**config.mk**
```make
export PLATFORM = sky130hd
export DESIGN_NAME = update_bound
export DESIGN_NICKNAME = d
export VERILOG_FILES = /design/src/rtl/update_bound_pkg.sv /design/src/rtl/update_bound_occ_lane_sel.sv /design/src/rtl/update_bound.sv
export SDC_FILE = /design/constraint.sdc
export NUM_CORES = 1
export LEC_CHECK = 0
export ABC_AREA = 1
export CAP_MARGIN = 20
export CORE_MARGIN = 1.5
export CORE_UTILIZATION = 44
export CTS_CLUSTER_DIAMETER = 200
export DETAILED_ROUTE_END_ITERATION = 12
export PLACE_DENSITY_LB_ADDON = 0.08
export SETUP_SLACK_MARGIN = 0.3
export SLEW_MARGIN = 20
export SYNTH_ARGS = -nofsm -noshare
export SYNTH_HDL_FRONTEND = slang
export SYNTH_SLANG_ARGS = --single-unit
```
**constraint.sdc**
```tcl
create_clock -name clk -period 3.5 [get_ports clk]
set_input_delay 0.7 -clock clk [delete_from_list [all_inputs] [get_ports clk]]
set_output_delay 0.7 -clock clk [all_outputs]
set_load 0.02 [all_outputs]
```
**src/rtl/update_bound_pkg.sv**
```systemverilog
// Shared types, position codes and C table for the update_bound backward-search stage.
// Position codes follow the common config encoding used by the neighbouring stages.
package update_bound_pkg;

  localparam int DATA_W = 8;
  localparam int ADDR_W = 12;
  localparam int POS_W  = 5;

  localparam logic [DATA_W-1:0] C_A = 8'd0;
  localparam logic [DATA_W-1:0] C_C = 8'd5;
  localparam logic [DATA_W-1:0] C_G = 8'd9;
  localparam logic [DATA_W-1:0] C_T = 8'd12;

  localparam logic [POS_W-1:0] POS_NONE    = 5'd0;
  localparam logic [POS_W-1:0] POS_A_MATCH = 5'd1;
  localparam logic [POS_W-1:0] POS_C_MATCH = 5'd2;
  localparam logic [POS_W-1:0] POS_G_MATCH = 5'd3;
  localparam logic [POS_W-1:0] POS_T_MATCH = 5'd4;
  localparam logic [POS_W-1:0] POS_A_INS   = 5'd5;
  localparam logic [POS_W-1:0] POS_C_INS   = 5'd6;
  localparam logic [POS_W-1:0] POS_G_INS   = 5'd7;
  localparam logic [POS_W-1:0] POS_T_INS   = 5'd8;
  localparam logic [POS_W-1:0] POS_A_DEL   = 5'd9;
  localparam logic [POS_W-1:0] POS_C_DEL   = 5'd10;
  localparam logic [POS_W-1:0] POS_G_DEL   = 5'd11;
  localparam logic [POS_W-1:0] POS_T_DEL   = 5'd12;
  localparam logic [POS_W-1:0] POS_A_SNP   = 5'd13;
  localparam logic [POS_W-1:0] POS_C_SNP   = 5'd14;
  localparam logic [POS_W-1:0] POS_G_SNP   = 5'd15;
  localparam logic [POS_W-1:0] POS_T_SNP   = 5'd16;
  localparam logic [POS_W-1:0] POS_STOP_OK = 5'd17;
  localparam logic [POS_W-1:0] POS_STOP_NG = 5'd18;

  typedef enum logic [1:0] {
    ST_IDLE = 2'd0,
    ST_RD   = 2'd1,
    ST_WAIT = 2'd2,
    ST_OUT  = 2'd3
  } state_t;

  typedef enum logic [1:0] {
    BASE_A = 2'd0,
    BASE_C = 2'd1,
    BASE_G = 2'd2,
    BASE_T = 2'd3
  } base_t;

  // Insertion and deletion codes are contiguous; everything else passes through.
  function automatic logic is_compute(input logic [POS_W-1:0] pos);
    logic r;
    if ((pos >= POS_A_INS) && (pos <= POS_T_DEL)) r = 1'b1;
    else r = 1'b0;
    return r;
  endfunction

  function automatic base_t pos_base(input logic [POS_W-1:0] pos);
    base_t b;
    case (pos)
      POS_A_INS, POS_A_DEL: b = BASE_A;
      POS_C_INS, POS_C_DEL: b = BASE_C;
      POS_G_INS, POS_G_DEL: b = BASE_G;
      POS_T_INS, POS_T_DEL: b = BASE_T;
      default:              b = BASE_A;
    endcase
    return b;
  endfunction

  function automatic logic [DATA_W-1:0] c_of(input base_t b);
    logic [DATA_W-1:0] c;
    case (b)
      BASE_A:  c = C_A;
      BASE_C:  c = C_C;
      BASE_G:  c = C_G;
      BASE_T:  c = C_T;
      default: c = C_A;
    endcase
    return c;
  endfunction

endpackage

```
**src/rtl/update_bound_occ_lane_sel.sv**
```systemverilog
// Picks the Occ byte lane for one base out of a packed {T,G,C,A} rom_Occ word.
module occ_lane_sel
  import update_bound_pkg::*;
(
  input  logic [31:0]       word,
  input  base_t             base,
  output logic [DATA_W-1:0] lane
);

  // lane mux
  always_comb begin
    lane = 8'd0;
    case (base)
      BASE_A:  lane = word[7:0];
      BASE_C:  lane = word[15:8];
      BASE_G:  lane = word[23:16];
      BASE_T:  lane = word[31:24];
      default: lane = 8'd0;
    endcase
  end

endmodule

```
**src/rtl/update_bound.sv**
```systemverilog
// Backward-search interval update: fetches Occ(a,l) and produces k'=C(a)+Occ(a,k-1)+1,
// l'=C(a)+Occ(a,l), flagging a non-empty, non-overflowed interval as a hit.
module update_bound
  import update_bound_pkg::*;
(
  input  logic              clk,
  input  logic              rst_n,
  input  logic              in_valid,
  output logic              in_ready,
  input  logic [DATA_W-1:0] i_in,
  input  logic [DATA_W-1:0] z_in,
  input  logic [DATA_W-1:0] k_in,
  input  logic [DATA_W-1:0] l_in,
  input  logic [ADDR_W-1:0] addr_in,
  input  logic [POS_W-1:0]  position_in,
  input  logic [DATA_W-1:0] occ_k_in,
  output logic              ce_rom_Occ,
  output logic [7:0]        addr_rom_Occ,
  input  logic [31:0]       data_rom_Occ,
  output logic              out_valid,
  input  logic              out_ready,
  output logic [DATA_W-1:0] i_out,
  output logic [DATA_W-1:0] z_out,
  output logic [DATA_W-1:0] k_out,
  output logic [DATA_W-1:0] l_out,
  output logic [ADDR_W-1:0] addr_out,
  output logic [POS_W-1:0]  position_out,
  output logic              hit
);

  state_t            state_r, state_s;
  base_t             base_r;
  logic              k_zero_r;
  logic [DATA_W-1:0] occ_k_r;
  logic [DATA_W-1:0] occ_l_s;
  logic [DATA_W-1:0] c_val_s;
  logic [DATA_W:0]   k_sum_s, l_sum_s;
  logic              accept_s, compute_s;

  assign accept_s  = in_valid & in_ready;
  assign compute_s = is_compute(position_in);

  occ_lane_sel u_lane (
    .word (data_rom_Occ),
    .base (base_r),
    .lane (occ_l_s)
  );

  // next-state logic
  always_comb begin
    state_s = state_r;
    case (state_r)
      ST_IDLE: begin
        if (accept_s) begin
          if (compute_s) state_s = ST_RD;
          else state_s = ST_OUT;
        end else begin
          state_s = ST_IDLE;
        end
      end
      ST_RD:   state_s = ST_WAIT;
      ST_WAIT: state_s = ST_OUT;
      ST_OUT: begin
        if (out_ready) state_s = ST_IDLE;
        else state_s = ST_OUT;
      end
      default: state_s = ST_IDLE;
    endcase
  end

  // Occ(a,-1) is 0, so k==0 drops the upstream lane; sums keep one carry bit
  always_comb begin
    c_val_s = c_of(base_r);
    if (k_zero_r) k_sum_s = {1'b0, c_val_s} + {{DATA_W{1'b0}}, 1'b1};
    else k_sum_s = {1'b0, c_val_s} + {1'b0, occ_k_r} + {{DATA_W{1'b0}}, 1'b1};
    l_sum_s = {1'b0, c_val_s} + {1'b0, occ_l_s};
  end

  // state and handshake/control outputs, decoded from the next state
  always_ff @(posedge clk or negedge rst_n) begin
    if (!rst_n) begin
      state_r    <= ST_IDLE;
      in_ready   <= 1'b1;
      ce_rom_Occ <= 1'b0;
      out_valid  <= 1'b0;
    end else begin
      state_r    <= state_s;
      in_ready   <= (state_s == ST_IDLE);
      ce_rom_Occ <= (state_s == ST_RD);
      out_valid  <= (state_s == ST_OUT);
    end
  end

  // capture on accept, overwrite the interval once the ROM lane is available
  always_ff @(posedge clk or negedge rst_n) begin
    if (!rst_n) begin
      i_out        <= 8'd0;
      z_out        <= 8'd0;
      k_out        <= 8'd0;
      l_out        <= 8'd0;
      addr_out     <= 12'd0;
      position_out <= 5'd0;
      hit          <= 1'b0;
      addr_rom_Occ <= 8'd0;
      occ_k_r      <= 8'd0;
      base_r       <= BASE_A;
      k_zero_r     <= 1'b0;
    end else if (accept_s) begin
      i_out        <= i_in;
      z_out        <= z_in;
      k_out        <= k_in;
      l_out        <= l_in;
      addr_out     <= addr_in;
      position_out <= position_in;
      hit          <= 1'b0;
      occ_k_r      <= occ_k_in;
      base_r       <= pos_base(position_in);
      k_zero_r     <= (k_in == 8'd0);
      if (compute_s) addr_rom_Occ <= l_in;
      else addr_rom_Occ <= addr_rom_Occ;
    end else if (state_r == ST_WAIT) begin
      k_out <= k_sum_s[DATA_W-1:0];
      l_out <= l_sum_s[DATA_W-1:0];
      hit   <= ~k_sum_s[DATA_W] & ~l_sum_s[DATA_W]
               & (k_sum_s[DATA_W-1:0] <= l_sum_s[DATA_W-1:0]);
    end
  end

endmodule

```
# After elaboration in Yosys (flattened, before gate mapping)
# Memory sizes are Yosys's and may differ from the RTL's.
# Cells that the tools add are included.
# totals
romBits	32
n_memories	1
inputBits	93
reg_bits	74
# op_classes
magnitude_cmp	3
mux	15
addsub	4
n_reduce_logical	7
bitwise	5
n_eq_ne	8
# mem_list
name	words	word_bits	rd	rd_clocked_by_memory_dff	write_ports	line	rtl
(no name shown)	16	2	1	0	0	update_bound_pkg.sv:58	case (pos)
# op_table
op	n
case mux 8 bit (4 select lines)	2
two-way mux 8 bit	4
adder 8 x 8 -> 9 bit	2
== test 2 bit, second input constant	5
adder 8 x 1 -> 9 bit, second input constant	1
adder 9 x 1 -> 9 bit, second input constant	1
two-way mux 9 bit	1
less-or-equal comparator 8 bit	1
logical NOT 8 bit	1
two-way mux 2 bit	4
case mux 2 bit (4 select lines)	1
== test 2 x 1 -> 1 bit, second input constant	3
logical NOT 2 bit	3
>= comparator 5 x 3 -> 1 bit, second input constant	1
less-or-equal comparator 5 x 4 -> 1 bit, second input constant	1
bitwise AND 1 bit	3
two-way mux 1 bit	3
inverter 1 bit	2
AND reduction 2 bit	1
nonzero test 2 bit	1
logical AND 1 bit	1

# Longest topological paths before layout
# Gate-level depths: netlist of the first run.
# logic_depth
word_depth	10
mapped_depth	22
depth_no_buf	21

# Modules after synthesis
# A second synthesis of the first run with hierarchy kept.
# hier_totals
cells_unflattened	528
hier_area_um2	4171.5
# by_module_without_submodules
mod	area_per_inst_um2	cells_each	n_inst
update_bound	3907.5	481	1
occ_lane_sel	264.0	47	1

# Least setup slack after synthesis of the first run
# OpenSTA, ideal clock, no wires.
# synth_timing
path_kind	flip-flop to flip-flop
startpoint	register base_r[0]
endpoint	register hit
path_slack_ps	709
stages_incl_launch_ff	17
path_buffers	1
arrival_ps	2667
required_time_ps	3376
path_cell_list	dfrtp_1 inv_1 ha_1 buf_2 or2_2 ha_1 inv_1 nor3_1 nand3_2 nand3_1 nand2_1 ha_1 nand2_1 o21ai_0 a21oi_1 o211ai_1 nand2_1
# synth_via
elab_chain_len	10
elab_cells_between_ends	18
classes_between	4 x add/sub; 1 x order compare; 3 x eq/ne; 5 x mux; 4 x bitwise; 1 x reduce/logical
# synth_rtl
item	line	rtl
start: declaration	update_bound.sv:32	base_t base_r;
start signal: assignment	update_bound.sv:117	base_r <= pos_base(position_in);
branches (longest 7 deep; another with adder 8 x 8 -> 9 bit)	-	
bitwise AND 1 bit (*)	update_bound.sv:125	& (k_sum_s[DATA_W-1:0] <= l_sum_s[DATA_W-1:0]);
two-way mux 1 bit (*)	update_bound.sv:121	end else if (state_r == ST_WAIT) begin
two-way mux 1 bit (*)	update_bound.sv:108	end else if (accept_s) begin
end signal: assignment	update_bound.sv:124	hit <= ~k_sum_s[DATA_W] & ~l_sum_s[DATA_W]
end: declaration	update_bound.sv:28	output logic hit
# Every way passes the cells marked *. The select of a mux whose other input is x is not followed.
# A chain may end at the register's enable or synchronous reset.

# Worst setup path after layout of the first run
# Ends and elaborated chain as after synthesis.

==> impl_metrics.json, run 1 <==
{
  "status": "complete, but fails checks",
  "violations": "design-rule violations",
  "std_cell_rows": 34,
  "insertion_delay_ns": 0.35,
  "vias": 3846,
  "coreArea_um2": 8810,
  "vdd.ir_drop.worst_uv": 458,
  "wl_per_cell_um": 13.9,
  "synth_cell_type_count": 40,
  "end_kind": "flip-flop",
  "drv_slew": 0,
  "worst_slew_pin_slew_ns": 0.958,
  "layoutNonFillerInstCount": 776,
  "cts_max_level": 3,
  "cts.path.max_buffers": 2,
  "totalWireLength_um": 10800,
  "min_period_over_period_pct": 85.2,
  "grt_pass1_wl_um": 17700,
  "grt_max_degree": 75,
  "cts_root_buf": "clkbuf_8",
  "multiInputGateArea_um2": 1970,
  "ys_ff_latch": 74,
  "powerDensity_nw_per_um2": 973,
  "arrival_ns": 3.22,
  "leakage_nw": 2.82,
  "worstRegToRegCells": 14,
  "syn_nets": 629,
  "cp_slowest_cell": "dfrtp_2",
  "grt_pass1_vias": 3793,
  "gp_congestion": 0.910,
  "syn_area_per_cell_um2": 7.85,
  "clk_pin_slew_ns": 0.08,
  "synth.most_common_cell": "nand2_1",
  "cts.sink_count": 74,
  "avgViaCountPerCell": 4.96,
  "track_usage_pct": 22.8,
  "hp-class": "input port to asynchronous set/reset pin",
  "synth_area_leaders": "dfrtp_1 (45%), nand2_1 (20%), ha_1 (7.5%), inv_1 (3.9%), o21ai_0 (3.1%)",
  "path_common_cell": "nand2_1",
  "critPathKind": "flip-flop to flip-flop",
  "overflow": 0,
  "drive_gt1_share_pct": 7.93,
  "ant_nets": 0,
  "fin_skew_ns": 0.00634,
  "hold_viol": 0,
  "place_hpwl_um": 7920,
  "synthTopCellsByCount": "nand2_1 (210), dfrtp_1 (73), inv_1 (42)",
  "dieArea_um2": 9720,
  "slew_headroom_pct": 36.1,
  "power.total_mw": 5.73,
  "cp-startpoint": "base_r[0]",
  "netlist_area_um2": 4020,
  "n_fill_cell": 762,
  "drcViolationCount": 8,
  "antenna_found_initial": 0,
  "rrSetupSlack_ns": 0.52,
  "cp_max_fo": 10,
  "regArea_um2": 1850,
  "crit_chain": "ha_2, or2_2, ha_1, inv_1, nor3_1, nand3_2, nand3_1, nand2_1, ha_1, nand2_1, o21ai_0, a21oi_1, o211ai_1, nand2_1",
  "first_pass_iters": 9,
  "fp.dieW_um": 98.6,
  "grt_setup_unrepaired": "false",
  "port_buffers": 153,
  "synth_top_cell_by_area": "dfrtp_1",
  "min_period_ns": 2.98,
  "synth_flop_cell": "dfrtp_1",
  "crit_path_start_kind": "flip-flop",
  "die_h_um": 98.6,
  "ioPinCount": 154,
  "diodes": 0,
  "r2r-start": "base_r[0]",
  "synth_top_cell_area_share_pct": 45.5,
  "reg2reg_to": "hit",
  "initial_core_util_pct": 45.6,
  "synthToLayoutAreaGrowth_pct": 46.5,
  "cts_made_buffers": 9,
  "setup_viol_count_final": 0,
  "synth-edff-count": 0,
  "nets": 780,
  "fmax_mhz": 336,
  "numPlacedInstances": 758,
  "seq_area_frac_synth_pct": 46.1,
  "synth_async_sr_flop_share_pct": 100,
  "first_iter_violations": 123,
  "yosysWarnings": 0,
  "critical_path_required_ns": 3.74,
  "synthCells": 512,
  "tns_ns": 0,
  "cap_violations": 0,
  "slowest_delay_ns": 0.46,
  "cts_tree": "yes"
}
[metal layers]
metal  wire length [µm]  share of wire, %  global-route usage [%]
met2               5320                49                    39.4
met1               4710                44                    28.6
met3                702               6.5                    6.03
met4                 87              0.80                    5.60
met5                  0                 0                       0
[power breakdown]
part	leakage (nW)	total [mW]	internal [mW]	switching [mW]
clock	0.0971	0.675	0.333	0.343
sequential	0.922	1.51	1.26	0.244
combinational	1.80	3.55	1.53	2.01
[cells in the final DEF, fill, tap and decap left out, drive strengths merged]
cell	Yosys	final
o21bai	4	4
bufinv	0	1
ha	24	24
a21oi	18	18
nand4	1	1
clkinv	1	2
o221ai	1	1
or2	6	6
a31oi	3	3
inv	44	47
o211ai	9	9
and2	1	1
clkinvlp	0	1
o32ai	1	1
o22ai	3	3
clkbuf	7	10
nand3	19	19
dfstp	1	1
o21ai	30	30
nor3	2	2
a32o	1	1
xor2	3	3
nand2	216	216
xnor2	1	1
clkdlybuf4s50	0	152
buf	10	5
nor4	1	1
a22o	3	3
dfrtp	73	73
nand3b	2	2
nor2	26	26
a21boi	1	1
[per-stage QoR]
step	util [%]	hold WS, ns	setup WS [ns]	cell area, µm²
5_1_grt	66.9	0.525	0.307	5890
6_report	66.9	0.464	0.519	5890
4_1_cts	66.0	0.489	0.337	5820
2_1_floorplan	-	0.404	0.709	4020
3_3_place_gp	63.9	0.463	0.351	5620
3_5_place_dp	63.9	0.464	0.263	5620
[state kept, by name, summed over array words and instances, names as in the netlist]
register	count
state_r	2
occ_k_r	8
in_ready	1
l_out	8
k_zero_r	1
addr_out	12
hit	1
position_out	5
out_valid	1
base_r	2
addr_rom_Occ	8
z_out	8
k_out	8
ce_rom_Occ	1
i_out	8
[how the worst max path moves through the flow]
stage	end	slack (ns)
finish	hit	0.52
global route	hit	0.31
CTS	hit	0.34
detailed placement	hit	0.26
global placement	hit	0.35
floorplan	hit	0.71
[layout make-up]
class                      instances  area share [%]
clock buffer                      10            2.17
tap                              108            2.30
sequential                        74            31.5
inverter                          45            2.91
timing repair buffer             157            26.5
clock inverter                     6            1.11
multi-input combinational        376            33.5
[logic make-up (layout without fill, tap and decap cells)]
| family | after synthesis | in the layout | synth area share (%) |
|---|---|---|---|
| buffers and inverters | 62 | 218 | 6.13 |
| flip-flops | 74 | 74 | 46.1 |
| AND/OR/NAND/NOR | 274 | 274 | 28.2 |
| adder cells (fa/ha/maj) | 24 | 24 | 7.47 |
| XOR/XNOR | 4 | 4 | 0.872 |
| AO/OA/AOI/OAI | 74 | 74 | 11.2 |
[timing repair]
action                                  in CTS  in global routing
resized for setup                            0                 11
hold buffers                                 0                  0
endpoints found under the setup margin       0                  1
setup buffers                                0                  2
[critical path: cells and delay by family, from the launching register on]
kind | cells | cell delay [ns]
AOI/OAI and AO/OA | 3 | 0.37
adders and majority gates | 3 | 0.92
buffers and inverters | 1 | 0.08
DFF | 1 | 0.46
and+or+nand+nor | 7 | 1.05
No activity file was read; power rests on OpenSTA's default activity.
==> run 2, diff against run 1 <==
--- a/config.mk
+++ b/config.mk
@@ -11,6 +11,7 @@
 export CORE_UTILIZATION = 44
 export CTS_CLUSTER_DIAMETER = 200
 export DETAILED_ROUTE_END_ITERATION = 12
+export MAX_ROUTING_LAYER = met4
 export PLACE_DENSITY_LB_ADDON = 0.08
 export SETUP_SLACK_MARGIN = 0.3
 export SLEW_MARGIN = 20
==> run 2 against run 1 <==
  * Via count up 0.47%
  * Largest power group unchanged
  * Cell area stayed put
  * Register-to-register slack barely moved
  * The flow still finishes with violations (design-rule violations)
==> impl_metrics.json, run 2 (synthesis results as in run 1) <==
{
  "status": "complete, but fails checks",
  "violations": "design-rule violations",
  "setup_viol_count_final": 0,
  "worstRegToRegCells": 14,
  "path_common_cell": "nand2_1",
  "diodes": 0,
  "ioPinCount": 154,
  "drv_slew": 0,
  "drcViolationCount": 8,
  "port_buffers": 153,
  "crit_chain": "ha_2, or2_2, ha_1, inv_1, nor3_1, nand3_2, nand3_1, nand2_1, ha_1, nand2_1, o21ai_0, a21oi_1, o211ai_1, nand2_1",
  "top_register": "addr_out",
  "r2r-start": "base_r[0]",
  "wl_met3_um": 626,
  "comb_power_share_pct": 62.0,
  "grt_pass1_vias": 3795,
  "layout_setup_ws_ns": 0.519,
  "p_switching_mw": 2.60,
  "drive_gt1_share_pct": 7.93,
  "route.met2.wl_um": 5330,
  "fin_skew_ns": 0.00549,
  "final_cell_mix": "nand2_1 (209), clkdlybuf4s50_1 (152), dfrtp_1 (72), inv_1 (41), o21ai_0 (25)",
  "nets": 780,
  "dieArea_um2": 9720,
  "arrival_ns": 3.22,
  "min_period_ns": 2.98,
  "ant_nets": 0,
  "vdd.ir_drop.worst_uv": 459,
  "avgViaCountPerCell": 4.98,
  "slowest_delay_ns": 0.45,
  "crit_family": "simple AND/OR/NAND/NOR gates",
  "first_iter_violations": 116,
  "cts_max_level": 3,
  "cp_max_fo": 10,
  "clk_pin_slew_ns": 0.08,
  "slew_headroom_pct": 36.3,
  "grt_setup_unrepaired": "false",
  "synthToLayoutAreaGrowth_pct": 46.5,
  "largest_register_ffs": 12,
  "cp_slowest_cell": "dfrtp_2",
  "end_kind": "flip-flop",
  "totalWireLength_um": 10800,
  "pre_cts_slack_ns": 0.263,
  "track_usage_pct": 23.5,
  "hold_viol": 0,
  "grt_pass1_wl_um": 17700,
  "critPathBufInv": 1,
  "min_period_over_period_pct": 85.2,
  "whs_ns": 0.466,
  "fp.dieW_um": 98.6,
  "rrSetupSlack_ns": 0.52,
  "n_fill_cell": 762,
  "critPathKind": "flip-flop to flip-flop",
  "cap_violations": 0,
  "first_pass_iters": 8,
  "coreArea_um2": 8810,
  "topRoutingLayerUsed": "met4",
  "vias": 3864,
  "reg2reg_to": "hit",
  "std_cell_rows": 34,
  "cts.sink_count": 74,
  "place_hpwl_um": 7920,
  "die_h_um": 98.6,
  "initial_core_util_pct": 45.6,
  "swShare_pct": 45.3,
  "gp_congestion": 0.926,
  "leakage_nw": 2.82,
  "cts_made_buffers": 9,
  "p_int_mw": 3.13,
  "cts_root_buf": "clkbuf_8",
  "crit_path_start_kind": "flip-flop",
  "p_seq_share_pct": 26.3,
  "worst_slew_pin_slew_ns": 0.956,
  "grt_max_degree": 75,
  "wl_per_cell_um": 14.0,
  "critical_path_required_ns": 3.74,
  "cts_tree": "yes",
  "hp-class": "input port to asynchronous set/reset pin",
  "layout_commonest_cell": "nand2_1",
  "powerDensity_nw_per_um2": 974,
  "cts.path.max_buffers": 2,
  "met1_length_um": 4790,
  "overflow": 0,
  "tns_ns": 0,
  "antenna_found_initial": 0,
  "clkPwrFrac_pct": 11.7,
  "insertion_delay_ns": 0.35,
  "fmax_mhz": 335
}
run 2: layer usage:
metal	GRT usage, %	vias up
met3	5.46	8
met2	39.4	102
li1	-	1934
met4	5.27	0
met5	-	-
met1	29.2	1820
run 2: power groups by stage:
stage	sequential (mW)	clock (mW)	combinational (mW)
finish	1.51	0.671	3.55
global route	1.56	0.724	3.93
CTS	1.50	0.690	3.48
detailed placement	1.50	0	3.45
global placement	1.49	0	3.38
floorplan	1.89	0	1.79
run 2: timing repair:
| item | in CTS | in global routing |
|---|---|---|
| endpoints found under the setup margin | 0 | 1 |
| hold buffers | 0 | 0 |
| gates resized for setup | 0 | 11 |
| setup buffers | 0 | 2 |
run 2: final cells by class:
class                           count  area (µm²)  area share [%]
Sequential cell                    74        1850            31.5
Inverter                           45         171            2.91
Tap cell                          108         135            2.30
Clock inverter                      6        65.1            1.11
Timing Repair Buffer              157        1560            26.5
Multi-Input combinational cell    376        1970            33.5
Clock buffer                       10         128            2.17
run 2: worst max-delay path by stage:
stage,startpoint,slack (ns),end,depth (start not counted)
after floorplan,base_r[0],0.71,hit,16
after global placement,data_rom_Occ[24],0.35,hit,16
after detailed placement,data_rom_Occ[16],0.26,hit,16
after CTS,base_r[0],0.34,hit,13
after global routing,base_r[0],0.31,hit,15
final,base_r[0],0.52,hit,14
run 2: through the flow:
step           utilization, %  total power [mW]  cell area (µm²)  instances
2_1_floorplan               -              3.67             4020        512
3_3_place_gp             63.9              4.87             5620        758
3_5_place_dp             63.9              4.95             5620        758
4_1_cts                  66.0              5.67             5820        774
5_1_grt                  66.9              6.22             5890        776
6_report                 66.9              5.73             5890        776
run 2: worst reg2reg max path: cells and delay by family (launching register included):
kind	cells	cell delay, ns
adders and majority gates	3	0.92
DFF	1	0.45
and+or+nand+nor	7	1.05
buffers and inverters	1	0.08
AOI/OAI and AO/OA	3	0.38
==> run 3, diff against run 2 <==
--- a/config.mk
+++ b/config.mk
@@ -8,9 +8,10 @@
 export ABC_AREA = 1
 export CAP_MARGIN = 20
 export CORE_MARGIN = 1.5
-export CORE_UTILIZATION = 44
+export CORE_UTILIZATION = 64
 export CTS_CLUSTER_DIAMETER = 200
 export DETAILED_ROUTE_END_ITERATION = 12
+export DONT_BUFFER_PORTS = 1
 export MAX_ROUTING_LAYER = met4
 export PLACE_DENSITY_LB_ADDON = 0.08
 export SETUP_SLACK_MARGIN = 0.3
==> run 3 against run 2 <==
  * The flow now finishes without violations
  * Total power fell by 13%
  * Via count fell by 14%
  * Clock power fell by 1%
  * Setup slack improved by 0.0062 ns
  * Cell count fell by 24%
  * Largest power group unchanged
==> impl_metrics.json, run 3 (synthesis results as in run 1) <==
{
  "track_usage_pct": 28.5,
  "fmax_mhz": 336,
  "cts_max_level": 3,
  "final_core_util_pct": 72.1,
  "wl_per_cell_um": 15.5,
  "drv_slew": 0,
  "avgViaCountPerCell": 5.61,
  "top_register": "addr_out",
  "ioPinCount": 154,
  "cts.sink_count": 74,
  "vdd.ir_drop.worst_uv": 606,
  "layout_commonest_cell": "nand2_1",
  "drive_gt1_share_pct": 9.90,
  "n_fill_cell": 479,
  "cts_tree": "yes",
  "first_iter_violations": 131,
  "cts_root_buf": "clkbuf_8",
  "cts.path.max_buffers": 2,
  "dieArea_um2": 6760,
  "leakage_nw": 2.23,
  "arrival_ns": 3.20,
  "powerDensity_nw_per_um2": 1150,
  "die_h_um": 82.2,
  "grt_pass1_wl_um": 14100,
  "r2r-start": "base_r[0]",
  "final_cell_mix": "nand2_1 (209), dfrtp_1 (73), inv_1 (41), o21ai_0 (25), nor2_1 (21)",
  "diodes": 0,
  "hp-class": "input port to asynchronous set/reset pin",
  "nets": 627,
  "hold_viol": 0,
  "drcViolationCount": 0,
  "synthToLayoutAreaGrowth_pct": 7.50,
  "overflow": 0,
  "crit_path_start_kind": "flip-flop",
  "grt_pass1_vias": 3207,
  "min_period_over_period_pct": 85.0,
  "rrSetupSlack_ns": 0.53,
  "layoutNonFillerInstCount": 590,
  "end_kind": "flip-flop",
  "tns_ns": 0,
  "numPlacedInstances": 572,
  "clk_pin_slew_ns": 0.09,
  "initial_core_util_pct": 67.1,
  "coreArea_um2": 5990,
  "port_buffers": 0,
  "largest_register_ffs": 12,
  "vias": 3307,
  "grt_max_degree": 75,
  "critPathKind": "flip-flop to flip-flop",
  "cp_max_fo": 10,
  "insertion_delay_ns": 0.35,
  "ant_nets": 0,
  "critical_path_required_ns": 3.73,
  "slew_headroom_pct": 52.7,
  "grt_setup_unrepaired": "false",
  "worst_slew_pin_slew_ns": 0.708,
  "min_period_ns": 2.97,
  "fin_skew_ns": 0.0128,
  "cap_violations": 0,
  "hold_buffers": 0,
  "fp.dieW_um": 82.2,
  "cts_made_buffers": 9,
  "std_cell_rows": 28,
  "setup_viol_count_final": 0,
  "status": "finished clean",
  "antenna_found_initial": 0,
  "cp-startpoint": "base_r[0]",
  "first_pass_iters": 5,
  "totalWireLength_um": 9160,
  "place_hpwl_um": 6660,
  "gp_congestion": 0.926
}
[run 3: power breakdown]
group	switching, mW	total (mW)	internal [mW]
sequential	0.708	1.97	1.26
clock	0.331	0.662	0.331
combinational	1.42	2.33	0.908
total	2.46	4.96	2.50
[run 3: metrics by stage]
step	total power [mW]	hold slack (ns)	area [µm²]	setup slack [ns]
floorplan	3.67	0.404	4020	0.709
global placement	4.11	0.408	4050	0.583
detailed placement	4.18	0.408	4050	0.472
CTS	4.87	0.0233	4250	0.434
global route	5.40	0.0204	4320	0.287
finish	4.96	0.0328	4320	0.525
[run 3: worst paths after layout]
check                                  end  cells after the start
worst max-delay path                   hit                     14
worst min-delay path              k_out[3]                      0
worst max register to register         hit                     14
worst min register to register  occ_k_r[2]                      2
max in group asynchronous         in_ready                      0
min in group clk                  z_out[2]                      2
[run 3: final cells by class]
cell class / instances / area [µm²] / share of cell area, %
Timing Repair Buffer: 4 / 30.0 / 0.695
Clock inverter: 6 / 65.1 / 1.51
Tap cell: 75 / 93.8 / 2.17
Multi-Input combinational cell: 376 / 1980 / 45.8
Clock buffer: 10 / 128 / 2.95
Sequential cell: 74 / 1850 / 42.9
Inverter: 45 / 171 / 3.97
[run 3: per-layer routing]
layer / routed length, µm / up-vias / track usage, %
met5: 0 / - / -
met4: 89 / 0 / 8.31
met3: 736 / 11 / 9.23
met2: 4550 / 129 / 46.4
met1: 3780 / 1535 / 34.0
li1: - / 1632 / -
[run 3: worst max-delay path, cell delays in order (launching register included)]
cell and delay, ns:
dfrtp_1 0.43, ha_2 0.27, or2_2 0.36, ha_1 0.33, inv_1 0.09, nor3_2 0.21
nand3_2 0.11, nand3_1 0.12, nand2_1 0.08, ha_1 0.31, nand2_1 0.06, o21ai_0 0.19
a21oi_1 0.06, o211ai_1 0.18, nand2_1 0.07
[run 3: repair_timing]
item	4_1_cts	5_1_grt
buffers inserted	0	2
gates resized for setup	0	11
setup endpoints to repair	0	1
